===== src/rtl/pwm_duty_ramp.sv =====
// Duty-cycle ramp generator: it moves a registered PWM duty value toward a
// commanded target in fixed steps. Each step is separated by a programmable cycle interval.
module pwm_duty_ramp #(
    parameter int unsigned R = 10
) (
    input  logic          clk,
    input  logic          rst,
    input  logic          cmd_valid,
    output logic          cmd_ready,
    input  logic [R:0]    target,
    input  logic [R:0]    step,
    input  logic [31:0]   interval,
    input  logic          abort,
    output logic [R:0]    duty,
    output logic          busy,
    output logic          done
);

    typedef enum logic [1:0] {
        IDLE = 2'd0,
        UP   = 2'd1,
        DOWN = 2'd2
    } state_t;

    localparam logic [R:0] FULL_SCALE = {1'b1, {R{1'b0}}};
    localparam logic [R:0] ONE_STEP   = {{R{1'b0}}, 1'b1};

    state_t        r_state;
    logic [R:0]    r_duty;
    logic [R:0]    r_target;
    logic [R:0]    r_step;
    logic [31:0]   r_interval;
    logic [31:0]   r_cnt;
    logic          r_done;
    logic          r_busy;
    logic          r_ready;

    logic [R:0]    w_tgt_clamp;
    logic [R:0]    w_step_fix;
    logic [R+1:0]  w_up_sum;
    logic          w_up_hit;
    logic [R+1:0]  w_dn_limit;
    logic          w_dn_hit;
    logic          w_tick;

    // Command conditioning: saturate the target to full scale, promote a zero step to one
    always_comb begin
        w_tgt_clamp = target;
        w_step_fix  = step;
        if (target > FULL_SCALE) begin
            w_tgt_clamp = FULL_SCALE;
        end else begin
            w_tgt_clamp = target;
        end
        if (step == {(R+1){1'b0}}) begin
            w_step_fix = ONE_STEP;
        end else begin
            w_step_fix = step;
        end
    end

    // Step arithmetic is one bit wider so neither direction can wrap around
    always_comb begin
        w_up_sum   = {1'b0, r_duty} + {1'b0, r_step};
        w_up_hit   = (w_up_sum >= {1'b0, r_target});
        w_dn_limit = {1'b0, r_target} + {1'b0, r_step};
        w_dn_hit   = ({1'b0, r_duty} <= w_dn_limit);
        w_tick     = (r_cnt == r_interval);
    end

    // Ramp state machine with all outputs registered
    always_ff @(posedge clk or posedge rst) begin
        if (rst) begin
            r_state    <= IDLE;
            r_duty     <= {(R+1){1'b0}};
            r_target   <= {(R+1){1'b0}};
            r_step     <= {(R+1){1'b0}};
            r_interval <= 32'd0;
            r_cnt      <= 32'd0;
            r_done     <= 1'b0;
            r_busy     <= 1'b0;
            r_ready    <= 1'b1;
        end else begin
            r_done <= 1'b0;
            case (r_state)
                IDLE: begin
                    if (cmd_valid) begin
                        r_target   <= w_tgt_clamp;
                        r_step     <= w_step_fix;
                        r_interval <= interval;
                        r_cnt      <= 32'd0;
                        if (w_tgt_clamp > r_duty) begin
                            r_state <= UP;
                            r_busy  <= 1'b1;
                            r_ready <= 1'b0;
                        end else if (w_tgt_clamp < r_duty) begin
                            r_state <= DOWN;
                            r_busy  <= 1'b1;
                            r_ready <= 1'b0;
                        end else begin
                            r_done <= 1'b1;
                        end
                    end else begin
                        r_cnt <= r_cnt;
                    end
                end
                UP: begin
                    if (abort) begin
                        r_state <= IDLE;
                        r_busy  <= 1'b0;
                        r_ready <= 1'b1;
                    end else if (w_tick) begin
                        r_cnt <= 32'd0;
                        if (w_up_hit) begin
                            r_duty  <= r_target;
                            r_done  <= 1'b1;
                            r_state <= IDLE;
                            r_busy  <= 1'b0;
                            r_ready <= 1'b1;
                        end else begin
                            r_duty <= w_up_sum[R:0];
                        end
                    end else begin
                        r_cnt <= r_cnt + 32'd1;
                    end
                end
                DOWN: begin
                    if (abort) begin
                        r_state <= IDLE;
                        r_busy  <= 1'b0;
                        r_ready <= 1'b1;
                    end else if (w_tick) begin
                        r_cnt <= 32'd0;
                        // Compare first: subtracting only when it stays above target
                        if (w_dn_hit) begin
                            r_duty  <= r_target;
                            r_done  <= 1'b1;
                            r_state <= IDLE;
                            r_busy  <= 1'b0;
                            r_ready <= 1'b1;
                        end else begin
                            r_duty <= r_duty - r_step;
                        end
                    end else begin
                        r_cnt <= r_cnt + 32'd1;
                    end
                end
                default: begin
                    r_state <= IDLE;
                    r_busy  <= 1'b0;
                    r_ready <= 1'b1;
                end
            endcase
        end
    end

    assign duty      = r_duty;
    assign busy      = r_busy;
    assign cmd_ready = r_ready;
    assign done      = r_done;

endmodule


===== config.mk =====
export PLATFORM = sky130hd
export DESIGN_NAME = pwm_duty_ramp
export DESIGN_NICKNAME = d
export VERILOG_FILES = /design/src/rtl/pwm_duty_ramp.sv
export SDC_FILE = /design/constraint.sdc
export NUM_CORES = 1
export LEC_CHECK = 0
export ABC_AREA = 1
export BUFFER_PORTS_ARGS = -buffer_cell sky130_fd_sc_hd__buf_2
export CORE_MARGIN = 3
export CORE_UTILIZATION = 48
export DETAILED_ROUTE_END_ITERATION = 16
export GPL_TIMING_DRIVEN = 0
export PLACE_DENSITY = 0.75
export SLEW_MARGIN = 20
export SYNTH_ARGS = -nofsm -noshare
export SYNTH_HDL_FRONTEND = slang
export SYNTH_SLANG_ARGS = --single-unit
export TNS_END_PERCENT = 1

===== constraint.sdc =====
create_clock -name clk -period 6.75 [get_ports clk]
set_input_delay 1.35 -clock clk [delete_from_list [all_inputs] [get_ports clk]]
set_output_delay 1.35 -clock clk [all_outputs]
set_load 0.05 [all_outputs]

## After elaboration in Yosys (flattened, before gate mapping)

Cells that the tools add are included.

| cells by class | value |
|---|---|
| $add $sub $neg | 4 |
| magnitude comparators | 5 |
| eq/ne operators | 14 |
| muxes and demuxes | 53 |
| reduce and logical (&&, ||, !) cells | 9 |

Operator list:

| kind | count |
|---|---|
| $mux W32 | 3 |
| $mux W11 | 8 |
| $pmux W32 S2 | 1 |
| $add A32 B1 Y32 const B | 1 |
| $eq A32 B32 Y1 | 1 |
| $mux W1 | 27 |
| $add A11 B11 Y12 | 2 |
| $pmux W11 S2 | 1 |
| $mux W2 | 9 |
| $ne A3 B3 Y1 const B | 5 |
| $ge A12 B11 Y1 | 1 |
| $le A11 B12 Y1 | 1 |
| $ne A2 B2 Y1 const B | 6 |
| $gt A11 B11 Y1 | 1 |
| $gt A11 B11 Y1 const B | 1 |
| $logic_not A11 Y1 | 1 |
| $lt A11 B11 Y1 | 1 |
| $sub A11 B11 Y11 | 1 |
| $pmux W1 S3 | 3 |
| $pmux W2 S3 | 1 |
| $reduce_and A6 Y1 | 1 |
| $reduce_and A5 Y1 | 1 |
| $reduce_bool A2 Y1 | 2 |
| $reduce_and A3 Y1 | 1 |
| 5 further kinds | 5 |

| storage, ports and cells | value |
|---|---|
| flip-flop bits (word level) | 102 |
| output and inout bits | 14 |
| word-level logic and storage cells | 94 |

## Longest topological paths before layout

| depth | value |
|---|---|
| word-level depth | 7 |
| depth in mapped cells | 24 |

## Worst setup path after synthesis

Ideal clock, no wire load.

| timing path | value |
|---|---|
| path kind | flip-flop to flip-flop |
| from | register r_target[0] |
| to | register r_duty[1], in the netlist duty[1] |
| setup time | 118 ps |
| arrival | 3475 ps |
| required time | 6632 ps |
| setup slack | 3156 ps |
| stages on the path, launching flop included | 22 |
| buffers on the path | 1 |
| path through | dfrtp_1 > ha_1 > inv_1 > fa_1 > o21ai_0 > nand2_1 > nand2_1 > a21oi_1 > o21ai_0 > a21oi_1 > o21ai_0 > xnor2_1 > ha_1 > and3_1 > a31o_2 > a21oi_1 > nand3_1 > buf_2 > a21oi_1 > o21ai_0 > nand3_1 > nand2_1 |

| on the way | value |
|---|---|
| cells in the longest elaborated chain, start to end | 6 |

Ends and longest elaborated chain:

| item | line | source |
|---|---|---|
| from (decl) | 30 | `logic [R:0] r_target;` |
| from (signal assigned) | 76 | `r_target <= {(R+1){1'b0}};` |
| from (signal assigned) | 88 | `r_target <= w_tgt_clamp;` |
| $add A11 B11 Y12 | 66 | `w_dn_limit = {1'b0, r_target} + {1'b0, r_step};` |
| $le A11 B12 Y1 | 67 | `w_dn_hit = ({1'b0, r_duty} <= w_dn_limit);` |
| $mux W11 | 135 | `if (w_dn_hit) begin` |
| $mux W11 | 132 | `end else if (w_tick) begin` |
| $mux W11 | 128 | `if (abort) begin` |
| $pmux W11 S2 (*) | 85 | `case (r_state)` |
| to (signal assigned) | 121 | `r_duty <= w_up_sum[R:0];` |
| to (signal assigned) | 136 | `r_duty <= r_target;` |
| to (signal assigned) | 142 | `r_duty <= r_duty - r_step;` |
| to (decl) | 29 | `logic [R:0] r_duty;` |

Mark *: on every way between the ends. The rest lies on a longest branch, timed or not. The select of a mux whose other input is x is not followed.
A chain may end at the register's enable or synchronous reset.

## Worst setup path in the final report

Same ends and word-level chain as after synthesis.

==> run_results.csv <==
group,metric,value,unit
run_status,status,"finished clean",
setup_path,cp_max_fo,10,
clock_network,numCtsBuffers,9,
setup_path,crit_arrival,4760,ps
placed_design,io_buffers,71,
die,dieWidth,135,um
layout,final_core_util,0.555,
layout,diodes,0,
timing,drv_slew,0,
timing,hold_viol_final,0,
clock_network,htreeDepth,3,
drt,drt-pass1-iter-count,5,
clock_network,clock-root-buffer,"clkbuf_16",
yosys,synth_warnings,0,
clock_network,clk_pin_slew,80,ps
setup_path,cp-startpoint,"r_target[0]$_DFFE_PP0P_",
clock_network,cts_buffer_depth,2,
die,io_pins,72,
layout,nFillCells,1619,
global_route,antenna_found_initial,0,
worst_hold_path,hold_start,"cmd_ready$_DFFE_PP1P_",
timing,period_minus_slack,4500,ps
layout,drive_gt1_frac,0.114,
worst_hold_path,worst_hold_path_type,"reg -> reg",
yosys,syn_area,7930,um2
drt,via_per_inst,5.27,
timing,worstMarginPinSlew,740,ps
timing,fin_skew,11.2,ps
yosys,seq_area_frac_synth,0.322,
clock_network,worstSkewPairLatency,370,ps
layout,syn2layout_area_growth,11.9,%
setup_path,start_kind,"register",
global_route,grt_max_degree,70,
die,die_height,135,um
yosys,syn_inst,1110,
drt,vias,7453,
setup_path,worstSetupPathType,"reg -> reg",
drt,ant_nets,0,
yosys,ys_ff_latch,102,
layout,multiInputGateArea,4630,um2
setup_path,path_cells,"ha_1 > inv_1 > fa_1 > o21ai_0 > nand2_1 > nand2_1 > a21oi_1 > o21ai_0 > a21oi_1 > o21ai_0 > xnor2_1 > ha_1 > and3_1 > a31o_2 > a21oi_1 > nand3_1 > buf_2 > a21oi_1 > o21ai_0 > nand3_1 > nand2_1",
clock_network,post-cts-setup-buffer-count,0,
timing,min_period_over_period,0.666,
clock_network,cts.sinks,102,
layout,seqCellArea,2550,um2
pwr,p_total,3.47,mW
global_route,grt_usage,0.255,
global_route,grt_pass1_vias,7329,
pwr,power_density,391,nW/um2
global_route,grt_pass1_wl,36600,um
placed_design,dp_hpwl,17700,um
timing,max-slew-margin-rel,0.506,
die,dieArea,18100,um2
clock_network,ctsHoldBuffers,0,
timing,rsz0062_at_grt,"false",
drt,drt_iter0_drc,530,
die,core-area,16000,um2
setup_path,r2r_slack,2250,ps
setup_path,critical_path.slowest_cell,"dfrtp_1",
run,cap_violations,0,
setup_path,r2r-end,"duty[1]$_DFFE_PP0P_",
yosys,synth_area_per_cell,7.15,um2
clock_network,cts_resized,0,
clock_network,tritoncts,"built",
setup_path,rr_worst_depth,21,
timing,fmax,222,MHz
layout,nNetsFinal,1324,
setup_path,crit_required,7010,ps
drt,route.detailed.drc,0,
timing,setup_viol,0,
timing,tns,0,ps
global_route,grt_overflow,0,
timing,hold-worst-slack,467,ps
setup_path,endpoint_kind,"register",
die,rows,46,
pwr,leakage,4.68,nW
placed_design,place_congestion,0.921,
worst_hold_path,min_path_cells,2,
pwr,ir_worst_vdd,0.000207,V
setup_path,crit_end,"duty[1]$_DFFE_PP0P_",
drt,wl_per_cell,15.8,um
setup_path,reg2reg_from,"r_target[0]$_DFFE_PP0P_",
setup_path,max_stage_delay,480,ps
yosys,synthesis.nets,1241,
drt,routed_wl,22300,um
die,start_util,0.496,
yosys,synth_cell_types,43,
==> registers in the layout, indices dropped and copies added (netlist names) <==
register and cells:
r_target 11, done 1, duty 11, busy 1
r_interval 32, r_state 2, cmd_ready 1, r_step 11
r_cnt 32
==> power breakdown <==
part / leakage [nW] / internal (mW) / total (mW) / switching (mW)
sequential: 1.32 / 0.782 / 0.954 / 0.171
combinational: 3.21 / 0.698 / 1.99 / 1.29
clock: 0.142 / 0.261 / 0.528 / 0.267
==> critical path: cells and delay by family (launching register included) <==
family / cells / cell delay [ps]
AOI/OAI and AO/OA: 9 / 1750
adders and majority gates: 3 / 880
and+or+nand+nor: 6 / 790
DFF: 1 / 480
buffers and inverters: 2 / 350
xor gates and xnor gates: 1 / 150
==> cell families (layout without fill, tap and decap cells) <==
kind of cell,after synthesis,after routing,share of synthesized area
AND/OR/NAND/NOR,543,543,0.302
flip-flops,102,102,0.322
buffers and inverters,189,277,0.0945
XOR/XNOR,58,58,0.0640
adder cells (fa/ha/maj),73,73,0.118
AO/OA/AOI/OAI,145,145,0.0999
==> layout by cell type (no fill, tap or decap), types with 3 or more instances in the layout <==
master / Yosys / routed
nor3b_1: 3 / 3
a21oi_1: 58 / 58
clkbuf_16: 0 / 9
nor3_1: 37 / 37
nor4_1: 9 / 9
o211ai_1: 4 / 4
clkbuf_1: 15 / 16
inv_2: 5 / 5
ha_1: 70 / 70
nand3_1: 64 / 64
nor2_1: 88 / 88
dfrtp_1: 101 / 101
o21ai_0: 60 / 60
a21o_1: 3 / 3
xnor2_1: 6 / 6
nor2_4: 4 / 4
buf_2: 14 / 85
clkinv_1: 3 / 3
nand2_2: 6 / 6
inv_1: 147 / 146
nand3_2: 3 / 3
o21bai_1: 3 / 3
inv_6: 0 / 4
nand4_1: 35 / 35
buf_4: 4 / 4
a31oi_1: 5 / 5
xor2_1: 52 / 52
nor2_2: 3 / 3
nand2_1: 286 / 286
fa_1: 3 / 3
==> Yosys cell counts <==
cell type | number | area [um2]
a211oi_1 | 2 | 15.0
a21boi_0 | 1 | 7.51
a21o_1 | 3 | 22.5
a21oi_1 | 58 | 290
a21oi_2 | 1 | 8.76
a31o_2 | 1 | 8.76
a31oi_1 | 5 | 31.3
and3_1 | 1 | 6.26
buf_2 | 14 | 70.1
buf_4 | 4 | 30.0
buf_6 | 1 | 11.3
clkbuf_1 | 15 | 56.3
clkinv_1 | 3 | 11.3
dfrtp_1 | 101 | 2530
dfstp_2 | 1 | 26.3
fa_1 | 3 | 60.1
ha_1 | 70 | 876
inv_1 | 147 | 552
inv_2 | 5 | 18.8
nand2_1 | 286 | 1070
nand2_2 | 6 | 37.5
nand3_1 | 64 | 320
nand3_2 | 3 | 30.0
nand4_1 | 35 | 219
nor2_1 | 88 | 330
nor2_2 | 3 | 18.8
nor2_4 | 4 | 45.0
nor3_1 | 37 | 185
nor3_2 | 2 | 20.0
nor3b_1 | 3 | 22.5
nor4_1 | 9 | 56.3
nor4_4 | 1 | 21.3
o211ai_1 | 4 | 30.0
o21a_1 | 2 | 15.0
o21ai_0 | 60 | 300
o21ai_1 | 1 | 5.00
o21ai_2 | 1 | 8.76
o21bai_1 | 3 | 22.5
o221a_2 | 1 | 11.3
o31ai_1 | 2 | 15.0
or2_2 | 1 | 6.26
xnor2_1 | 6 | 52.6
xor2_1 | 52 | 455
==> cell type report <==
class	count	share of cell area
Timing Repair Buffer	72	0.0431
Sequential cell	102	0.288
Clock buffer	10	0.0258
Inverter	155	0.0661
Clock inverter	6	0.00648
Multi-Input combinational cell	819	0.521
Buffer	34	0.0189
Tap cell	216	0.0304
==> routing by layer <==
layer  track usage  share of wire  routed length [um]  vias up
met2         0.443           0.49               11000      203
met5             0              0                   0        -
met3        0.0402          0.049                1100       50
met4        0.0984          0.035                 790        0
li1              -              -                   -     3772
met1         0.320           0.42                9450     3428
==> metrics by stage <==
stage               worst slack, ps  cells  area (um2)
floorplan                      2730   1110        7930
global placement               1380   1397        8560
detailed placement             2320   1398        8590
CTS                            2300   1414        8880
global route                   1940   1414        8880
finish                         2250   1414        8880
==> how the worst min path moves through the flow <==
stage,to,slack (ps)
floorplan,r_interval[0]$_DFFE_PP0P_,460
global placement,cmd_ready$_DFFE_PP1P_,450
detailed placement,cmd_ready$_DFFE_PP1P_,460
CTS,cmd_ready$_DFFE_PP1P_,470
global route,cmd_ready$_DFFE_PP1P_,470
finish,cmd_ready$_DFFE_PP1P_,470
Power figures use the tool's default switching activity.
